--- config.mk ---
export PLATFORM = sky130hd
export DESIGN_NAME = and4_sweep_ctrl
export DESIGN_NICKNAME = d
export VERILOG_FILES = /design/src/rtl/and4_pkg.sv /design/src/rtl/and4_ref_model.sv /design/src/rtl/and4_sweep_ctrl.sv
export SDC_FILE = /design/constraint.sdc
export NUM_CORES = 1
export LEC_CHECK = 0
export CAP_MARGIN = 20
export CELL_PAD_IN_SITES_DETAIL_PLACEMENT = 0
export CELL_PAD_IN_SITES_GLOBAL_PLACEMENT = 1
export CORE_AREA = 2 2 58 60
export CTS_CLUSTER_SIZE = 40
export DETAILED_ROUTE_END_ITERATION = 10
export DIE_AREA = 0 0 60 62
export PLACE_DENSITY = 0.84
export RECOVER_POWER = 25
export SLEW_MARGIN = 15
export SYNTH_ARGS = -nofsm -noshare
export SYNTH_HDL_FRONTEND = slang
export SYNTH_HIERARCHICAL = 1
export SYNTH_SLANG_ARGS = --single-unit
--- constraint.sdc ---
create_clock -name clk -period 2.15 [get_ports clk]
set_input_delay 0.43 -clock clk [delete_from_list [all_inputs] [get_ports clk]]
set_output_delay 0.43 -clock clk [all_outputs]
set_load 0.1 [all_outputs]
--- src/rtl/and4_pkg.sv ---
// and4_pkg: shared types and constants for the AND4 sweep controller
package and4_pkg;
  typedef enum logic [1:0] {IDLE, APPLY, CHECK, DONE} state_e;
  localparam logic [3:0] VEC_LAST = 4'hF;
  localparam int ERR_E = 0;
  localparam int ERR_F = 1;
  localparam int ERR_G = 2;
endpackage

--- src/rtl/and4_ref_model.sv ---
// and4_ref_model: golden {g,f,e} of the AND4 datapath for a stimulus vector
module and4_ref_model
  import and4_pkg::*;
(
  input  logic [3:0] vec_i,
  output logic [2:0] exp_o
);
  always_comb begin
    exp_o[ERR_E] = vec_i[3] & vec_i[2];
    exp_o[ERR_F] = vec_i[1] & vec_i[0];
    exp_o[ERR_G] = &vec_i;
  end
endmodule

--- src/rtl/and4_sweep_ctrl.sv ---
// and4_sweep_ctrl: clocked 16-vector sweep of the AND4 gate with error capture
module and4_sweep_ctrl
  import and4_pkg::*;
#(
  parameter int HOLD_CYCLES = 2,
  parameter int ERR_W = 5
) (
  input  logic             clk,
  input  logic             rst,
  input  logic             start,
  output logic             busy,
  output logic             done,
  output logic             a,
  output logic             b,
  output logic             c,
  output logic             d,
  input  logic             e,
  input  logic             f,
  input  logic             g,
  output logic [ERR_W-1:0] err_cnt,
  output logic [2:0]       err_mask,
  output logic [3:0]       first_err_vec,
  output logic             first_err_valid
);
  localparam int HW = HOLD_CYCLES > 1 ? $clog2(HOLD_CYCLES) : 1;
  localparam logic [HW-1:0] HOLD_LOAD = HW'(HOLD_CYCLES - 1);
  state_e state_q, state_d;
  logic [HW-1:0] hold_q, hold_d;
  logic [3:0] vec_q, vec_d, fev_q, fev_d;
  logic [ERR_W-1:0] cnt_q, cnt_d;
  logic [2:0] mask_q, mask_d, exp_gfe, diff;
  logic fv_q, fv_d, busy_q, done_q;
  and4_ref_model u_ref (.vec_i(vec_q), .exp_o(exp_gfe));
  assign diff = {g, f, e} ^ exp_gfe;
  always_comb begin
    state_d = state_q;
    hold_d = hold_q;
    vec_d = vec_q;
    cnt_d = cnt_q;
    mask_d = mask_q;
    fev_d = fev_q;
    fv_d = fv_q;
    case (state_q)
      IDLE: if (start) begin
        state_d = APPLY;
        hold_d = HOLD_LOAD;
        vec_d = '0;
        cnt_d = '0;
        mask_d = '0;
        fev_d = '0;
        fv_d = 1'b0;
      end
      APPLY: begin
        state_d = hold_q == '0 ? CHECK : APPLY;
        hold_d = hold_q == '0 ? hold_q : hold_q - 1'b1;
      end
      CHECK: begin
        state_d = vec_q == VEC_LAST ? DONE : APPLY;
        hold_d = HOLD_LOAD;
        vec_d = vec_q + 1'b1;  // wraps to 0 on the way into DONE
        if (|diff) begin
          cnt_d = &cnt_q ? cnt_q : cnt_q + 1'b1;
          mask_d = mask_q | diff;
          fev_d = fv_q ? fev_q : vec_q;
          fv_d = 1'b1;
        end
      end
      default: begin
        state_d = IDLE;
        vec_d = '0;
      end
    endcase
  end
  always_ff @(posedge clk) begin
    if (rst) begin
      state_q <= IDLE;
      hold_q <= '0;
      vec_q <= '0;
      cnt_q <= '0;
      mask_q <= '0;
      fev_q <= '0;
      fv_q <= 1'b0;
      busy_q <= 1'b0;
      done_q <= 1'b0;
    end else begin
      state_q <= state_d;
      hold_q <= hold_d;
      vec_q <= vec_d;
      cnt_q <= cnt_d;
      mask_q <= mask_d;
      fev_q <= fev_d;
      fv_q <= fv_d;
      busy_q <= state_d inside {APPLY, CHECK};
      done_q <= state_d == DONE;
    end
  end
  assign {a, b, c, d} = vec_q;
  assign busy = busy_q;
  assign done = done_q;
  assign err_cnt = cnt_q;
  assign err_mask = mask_q;
  assign first_err_vec = fev_q;
  assign first_err_valid = fv_q;
endmodule

After elaboration in Yosys (flattened, before gate mapping)
Cells that the tools add are included.
{ "word_totals": {"ff_bits": 22, "elab_cells": 61, "inputBits": 6, "out_inout_bits": 19} }
{ "op_classes": {"reduce_logical": 12, "addsub": 3, "muxes": 22, "n_eq_ne": 10, "bitwise": 5} }
{ "ops": {"columns": ["cell", "count"], "rows": [
  ["$mux W5", 3],
  ["$mux W4", 3],
  ["$pmux W4 S3", 1],
  ["$reduce_and A4 Y1", 3],
  ["$pmux W5 S2", 1],
  ["$ne A2 B2 Y1 const B", 4],
  ["$pmux W4 S2", 1],
  ["$eq A2 B2 Y1 const B", 3],
  ["$mux W2", 3],
  ["$mux W3", 2],
  ["$pmux W2 S3", 1],
  ["$pmux W3 S2", 1],
  ["$add A5 B1 Y5 const B", 1],
  ["$reduce_and A5 Y1", 1],
  ["$add A4 B1 Y4 const B", 1],
  ["$eq A2 B1 Y1 const B", 2],
  ["$eq A4 B4 Y1 const B", 1],
  ["$mux W1", 4],
  ["$reduce_and A2 Y1", 2],
  ["$reduce_bool A2 Y1", 2],
  ["$or A3 B3 Y3", 1],
  ["$pmux W1 S3", 1],
  ["$reduce_and A3 Y1", 1],
  ["$reduce_bool A3 Y1", 1],
  ["7 further kinds", 8]
]} }

Logic depth before layout (Yosys ltp)
{ "logic_depth": {"ltp_word": 5, "depth_mapped": 7, "depth_no_buf": 7} }

Hierarchy
Netlist, hierarchy kept.
{ "by_module_without_submodules": {"columns": ["mod", "cells_per_inst", "seq_area_each_um2", "area_per_inst_um2", "instances"], "rows": [
  ["and4_sweep_ctrl", 114, 440.4, 1092.3, 1],
  ["and4_ref_model", 3, 0.0, 22.5, 1]
]} }

Worst setup path before layout
OpenSTA, ideal clock, no wires.
{ "synth_timing": {"path_type": "register to register", "start": "register vec_q[2]", "end": "register fev_q[2], in the netlist first_err_vec[2]", "arrival_ps": 2155, "required_time_ps": 2079, "path_stages_with_launch": 6, "period_less_slack_ps": 2226, "setup_slack_ps": -76, "setup_time_ps": 71, "n_path_buf": 0, "cell_sequence": "dfxtp_1 and4_1 xor2_2 a21o_1 o211ai_1 a21oi_1"} }
{ "synth_via": {"elab_chain_len": 5, "word_cells_on_any_way": 9, "cone_classes": "eq/ne: 1; mux: 3; bitwise: 2; reduce/logical: 3"} }
{ "synth_rtl": {"columns": ["element", "line_no", "text"], "rows": [
  ["start: declaration", "and4_sweep_ctrl.sv:29", "logic [3:0] vec_q, vec_d, fev_q, fev_d;"],
  ["start signal: assignment", "and4_sweep_ctrl.sv:88", "vec_q <= vec_d;"],
  ["$reduce_and A4 Y1", "and4_ref_model.sv:11", "exp_o[ERR_G] = &vec_i;"],
  ["named net exp_gfe[2]", "and4_sweep_ctrl.sv:31", "logic [2:0] mask_q, mask_d, exp_gfe, diff;"],
  ["$xor A3 B3 Y3", "and4_sweep_ctrl.sv:34", "assign diff = {g, f, e} ^ exp_gfe;"],
  ["$reduce_or A3 Y1", "and4_sweep_ctrl.sv:61", "if (|diff) begin"],
  ["$ne A2 B2 Y1 (no line)", null, null],
  ["$reduce_and A4 Y1 (no line)", null, null],
  ["end signal: assignment", "and4_sweep_ctrl.sv:91", "fev_q <= fev_d;"],
  ["end: declaration", "and4_sweep_ctrl.sv:29", null]
]} }
The timed path passes the listed nets, and every way through them passes these cells. The select of a mux whose other input is x is not followed.
A chain may end at the register's enable or synchronous reset.

Worst setup path in the final report
{ "layout_timing": {"start": "register state_q[1]", "end": "register busy_q, in the netlist busy"} }
{ "layout_via": {"elab_chain_len": 4, "word_cells_on_any_way": 8, "cone_classes": "eq/ne: 4; mux: 2; reduce/logical: 2"} }
{ "layout_rtl": {"columns": ["element", "line_no", "text"], "rows": [
  ["start: declaration", "and4_sweep_ctrl.sv:27", "state_e state_q, state_d;"],
  ["start signal: assignment", "and4_sweep_ctrl.sv:86", "state_q <= state_d;"],
  ["$eq A2 B2 Y1, or another cell as far along", "and4_sweep_ctrl.sv:43", "case (state_q)"],
  ["$pmux W2 S3 (*)", "and4_sweep_ctrl.sv:43", null],
  ["named net state_d[1]", "and4_sweep_ctrl.sv:27", null],
  ["$eq A2 B1 Y1 or $eq A2 B2 Y1 (tied branches)", "and4_sweep_ctrl.sv:93", "busy_q <= state_d inside {APPLY, CHECK};"],
  ["$reduce_bool A2 Y1 (*)", "and4_sweep_ctrl.sv:93", null],
  ["end signal: assignment", "and4_sweep_ctrl.sv:93", null],
  ["end: declaration", "and4_sweep_ctrl.sv:32", "logic fv_q, fv_d, busy_q, done_q;"]
]} }
Mark *: on every way through the listed nets, which the timed path passes. The rest lies on a longest branch.

==> run_results.csv <==
group,metric,value,unit
timing,tns,0,ps
drt,drc_errors,0,
final_layout,area_delta_synth_final,21.1,%
clock_tree,ctsRootBufferMaster,"clkbuf_4",
power,p_sw_frac,0.328,
power,total_power,0.799,mW
die,rows,21,
setup_path,rr_worst_depth,5,
final_layout,drive_above_1_share,0.277,
power,power_leakage,0.543,nW
flow_run,cap_violations,0,
timing,slew_headroom,0.641,
synthesis,synth-async-reset-ratio,0,
timing,max_clock_freq,0.609,GHz
die,initial_core_util,0.351,
drt,first_iter_violations,28,
die,core_area,3180,um^2
synthesis,synth_seq_cells,22,
timing,period_share,0.764,
clock_tree,cts_inserted_buffers,3,
global_route,first_global_vias,859,
setup_path,path_buf_inv,0,
hold_path,whs_path_depth,2,
die,die_y,62,um
synthesis,yosys_warnings,6,
timing,worst_pin_slew,541,ps
hold_path,min_from,"first_err_vec[0]",
synthesis,syn_avg_cell_area,9.53,um^2
setup_path,worstPathRequired,2340,ps
timing,finalCriticalPeriod,1640,ps
die,die_area,3720,um^2
place,dpl_cell_area,1340,um^2
final_layout,nNetsFinal,153,
power,p_comb_frac,0.223,
clock_tree,post_cts_buffers,0,
hold_path,holdPathEnd,"first_err_vec[0]",
timing,worst_clock_skew,2.24,ps
setup_path,r2r-start,"state_q[1]",
clock_tree,htreeDepth,1,
clock_tree,cts_resized,0,
global_route,grt_max_degree,15,
place,dp_hpwl,1870,um
synthesis,synth_cells,117,
setup_path,path_class,"reg2reg",
setup_path,cpMaxStageDelayCell,"dfxtp_1",
power,p_sw,0.262,mW
clock_tree,clk_transition_reported_paths,110,ps
setup_path,worstPathMaxFanout,14,
synthesis,synth_cell_types,45,
final_layout,fill_cells,340,
global_route,grt_pass1_wl,3840,um
clock_tree,cts_tree,"done",
synthesis,synth_flop_cell,"dfxtp_1",
place,place_congestion,0.728,
timing,timing.final.hold_violations,0,
drt,avgViaCountPerCell,5.17,
drt,num_vias,966,
synthesis,synth_edf_count,0,
synthesis,syn-cell-area,1110,um^2
die,die_width,60,um
place,portBuffers,24,
global_route,track_usage,0.137,
power,power.internal,0.536,mW
global_route,overflow,0,
timing,finalSetupViolations,0,
setup_path,slowest_delay,570,ps
setup_path,critPathLaunchType,"flop",
timing,rsz0062_at_grt,"no",
clock_tree,cts_sinks,22,
drt,post_drt_wl_per_cell,13.1,um
setup_path,crit_arrival,1830,ps
clock_tree,cts_hold_buf,0,
drt,first_pass_iters,4,
setup_path,reg2reg_slack,510,ps
final_layout,fin_area,1350,um^2
hold_path,hold_path_class,"reg2reg",
setup_path,crit_chain,"and2b_4, nand4_1, o21ai_1, ha_1, nor2b_1",
power,p_seq_frac,0.546,
setup_path,endpoint_kind,"flop",
setup_path,r2r-end,"busy",
global_route,antenna_found_initial,0,
clock_tree,clockBufferDepth,2,
run_status,status,"completed",
timing,slew_violations,0,
setup_path,cp_top_family,"simple AND/OR/NAND/NOR gates",
final_layout,diodes,0,
power,p_clk_frac,0.231,
power,p_per_area,592,nW/um^2
synthesis,syn_nets,127,
clock_tree,worstSkewPairLatency,300,ps
die,io-pin-count,25,
drt,drt_wl_total,2450,um
synthesis,ys_seq_area_frac,0.395,
power,ir_worst_vdd,0.000181,V
drt,ant_nets,0,
[power groups by stage]
stage	logic (mW)	registers (mW)	clock network (mW)
6_report	0.178	0.436	0.185
5_1_grt	0.192	0.438	0.199
4_1_cts	0.182	0.436	0.188
3_5_place_dp	0.182	0.445	0
3_3_place_gp	0.181	0.445	0
2_1_floorplan	0.0763	0.509	0
[synthesized netlist by cell type, types with 3 or more instances]
| cell type | number | share of area |
|---|---|---|
| o21ai_1 | 3 | 0.013 |
| o211ai_1 | 4 | 0.027 |
| a21oi_1 | 13 | 0.058 |
| o21ai_0 | 4 | 0.018 |
| dfxtp_1 | 22 | 0.40 |
| xor2_2 | 3 | 0.044 |
| o2111ai_1 | 3 | 0.024 |
| nor2b_1 | 4 | 0.022 |
| nand3_1 | 8 | 0.036 |
| ha_1 | 4 | 0.045 |
| inv_1 | 3 | 0.010 |
| a22oi_1 | 3 | 0.020 |
| nor2_1 | 11 | 0.037 |
[cell families (layout without fill, tap and decap cells)]
kind of cell	Yosys count	in the layout	synth area share
xor gates and xnor gates	5	5	0.0595
and+or+nand+nor	37	37	0.201
DFF	22	22	0.395
AOI/OAI and AO/OA	39	39	0.236
adders and majority gates	4	4	0.0449
buffers and inverters	9	33	0.0550
muxes	1	1	0.00898
[sequential cells by signal, summed over array words and instances (netlist names)]
name	cells
first_err_vec	4
err_mask	3
busy	1
state_q	2
done	1
vec_q	4
err_cnt	5
hold_q	1
first_err_valid	1
[stage by stage]
step | hold slack (ps) | util | setup WS (ps) | std cells
after floorplan | 461 | - | 17.3 | 117
after global placement | 454 | 0.421 | 270 | 184
after detailed placement | 462 | 0.421 | 246 | 184
after CTS | 483 | 0.428 | 533 | 187
after global routing | 487 | 0.425 | 403 | 187
final | 476 | 0.425 | 507 | 187
[how the worst max path moves through the flow]
| stage | from | end | cells past startpoint |
|---|---|---|---|
| global route | vec_q[2] | first_err_vec[2] | 5 |
| global placement | f | err_cnt[4] | 5 |
| detailed placement | f | err_cnt[1] | 5 |
| floorplan | err_cnt[1] | err_cnt[1] | 7 |
| CTS | vec_q[0] | err_cnt[1] | 5 |
| finish | state_q[1] | busy | 5 |
[metal layers]
layer / vias to the layer above / global-route usage / wire (um)
met5: - / 0 / 0
met1: 466 / 0.180 / 1120
met4: 0 / 0.0571 / 38
met3: 4 / 0.0186 / 60
met2: 18 / 0.227 / 1230
li1: 478 / - / -
[cell type report]
class                   instances  area, um^2  area share
clock buffers                   3        22.5      0.0167
repair buffers                 26         196       0.146
inverters                       4        15.0      0.0111
flip-flops and latches         22         445       0.330
multi-input cells              86         613       0.454
well taps                      46        57.6      0.0426
[worst register-to-register path: stages, from the launching register on]
cell and delay, ps:
dfxtp_1 570, and2b_4 330, nand4_1 120, o21ai_1 140, ha_1 260, nor2b_1 120
[cells in the final DEF, fill, tap and decap left out, drive strengths merged, types with 4 or more instances in the layout]
cell	instances
a21oi	13
buf	17
clkbuf	7
dfxtp	22
ha	4
inv	4
nand3	8
nor2	11
nor2b	4
o211ai	4
o21ai	7
xor2	4
No activity file was read; power rests on OpenSTA's default activity.
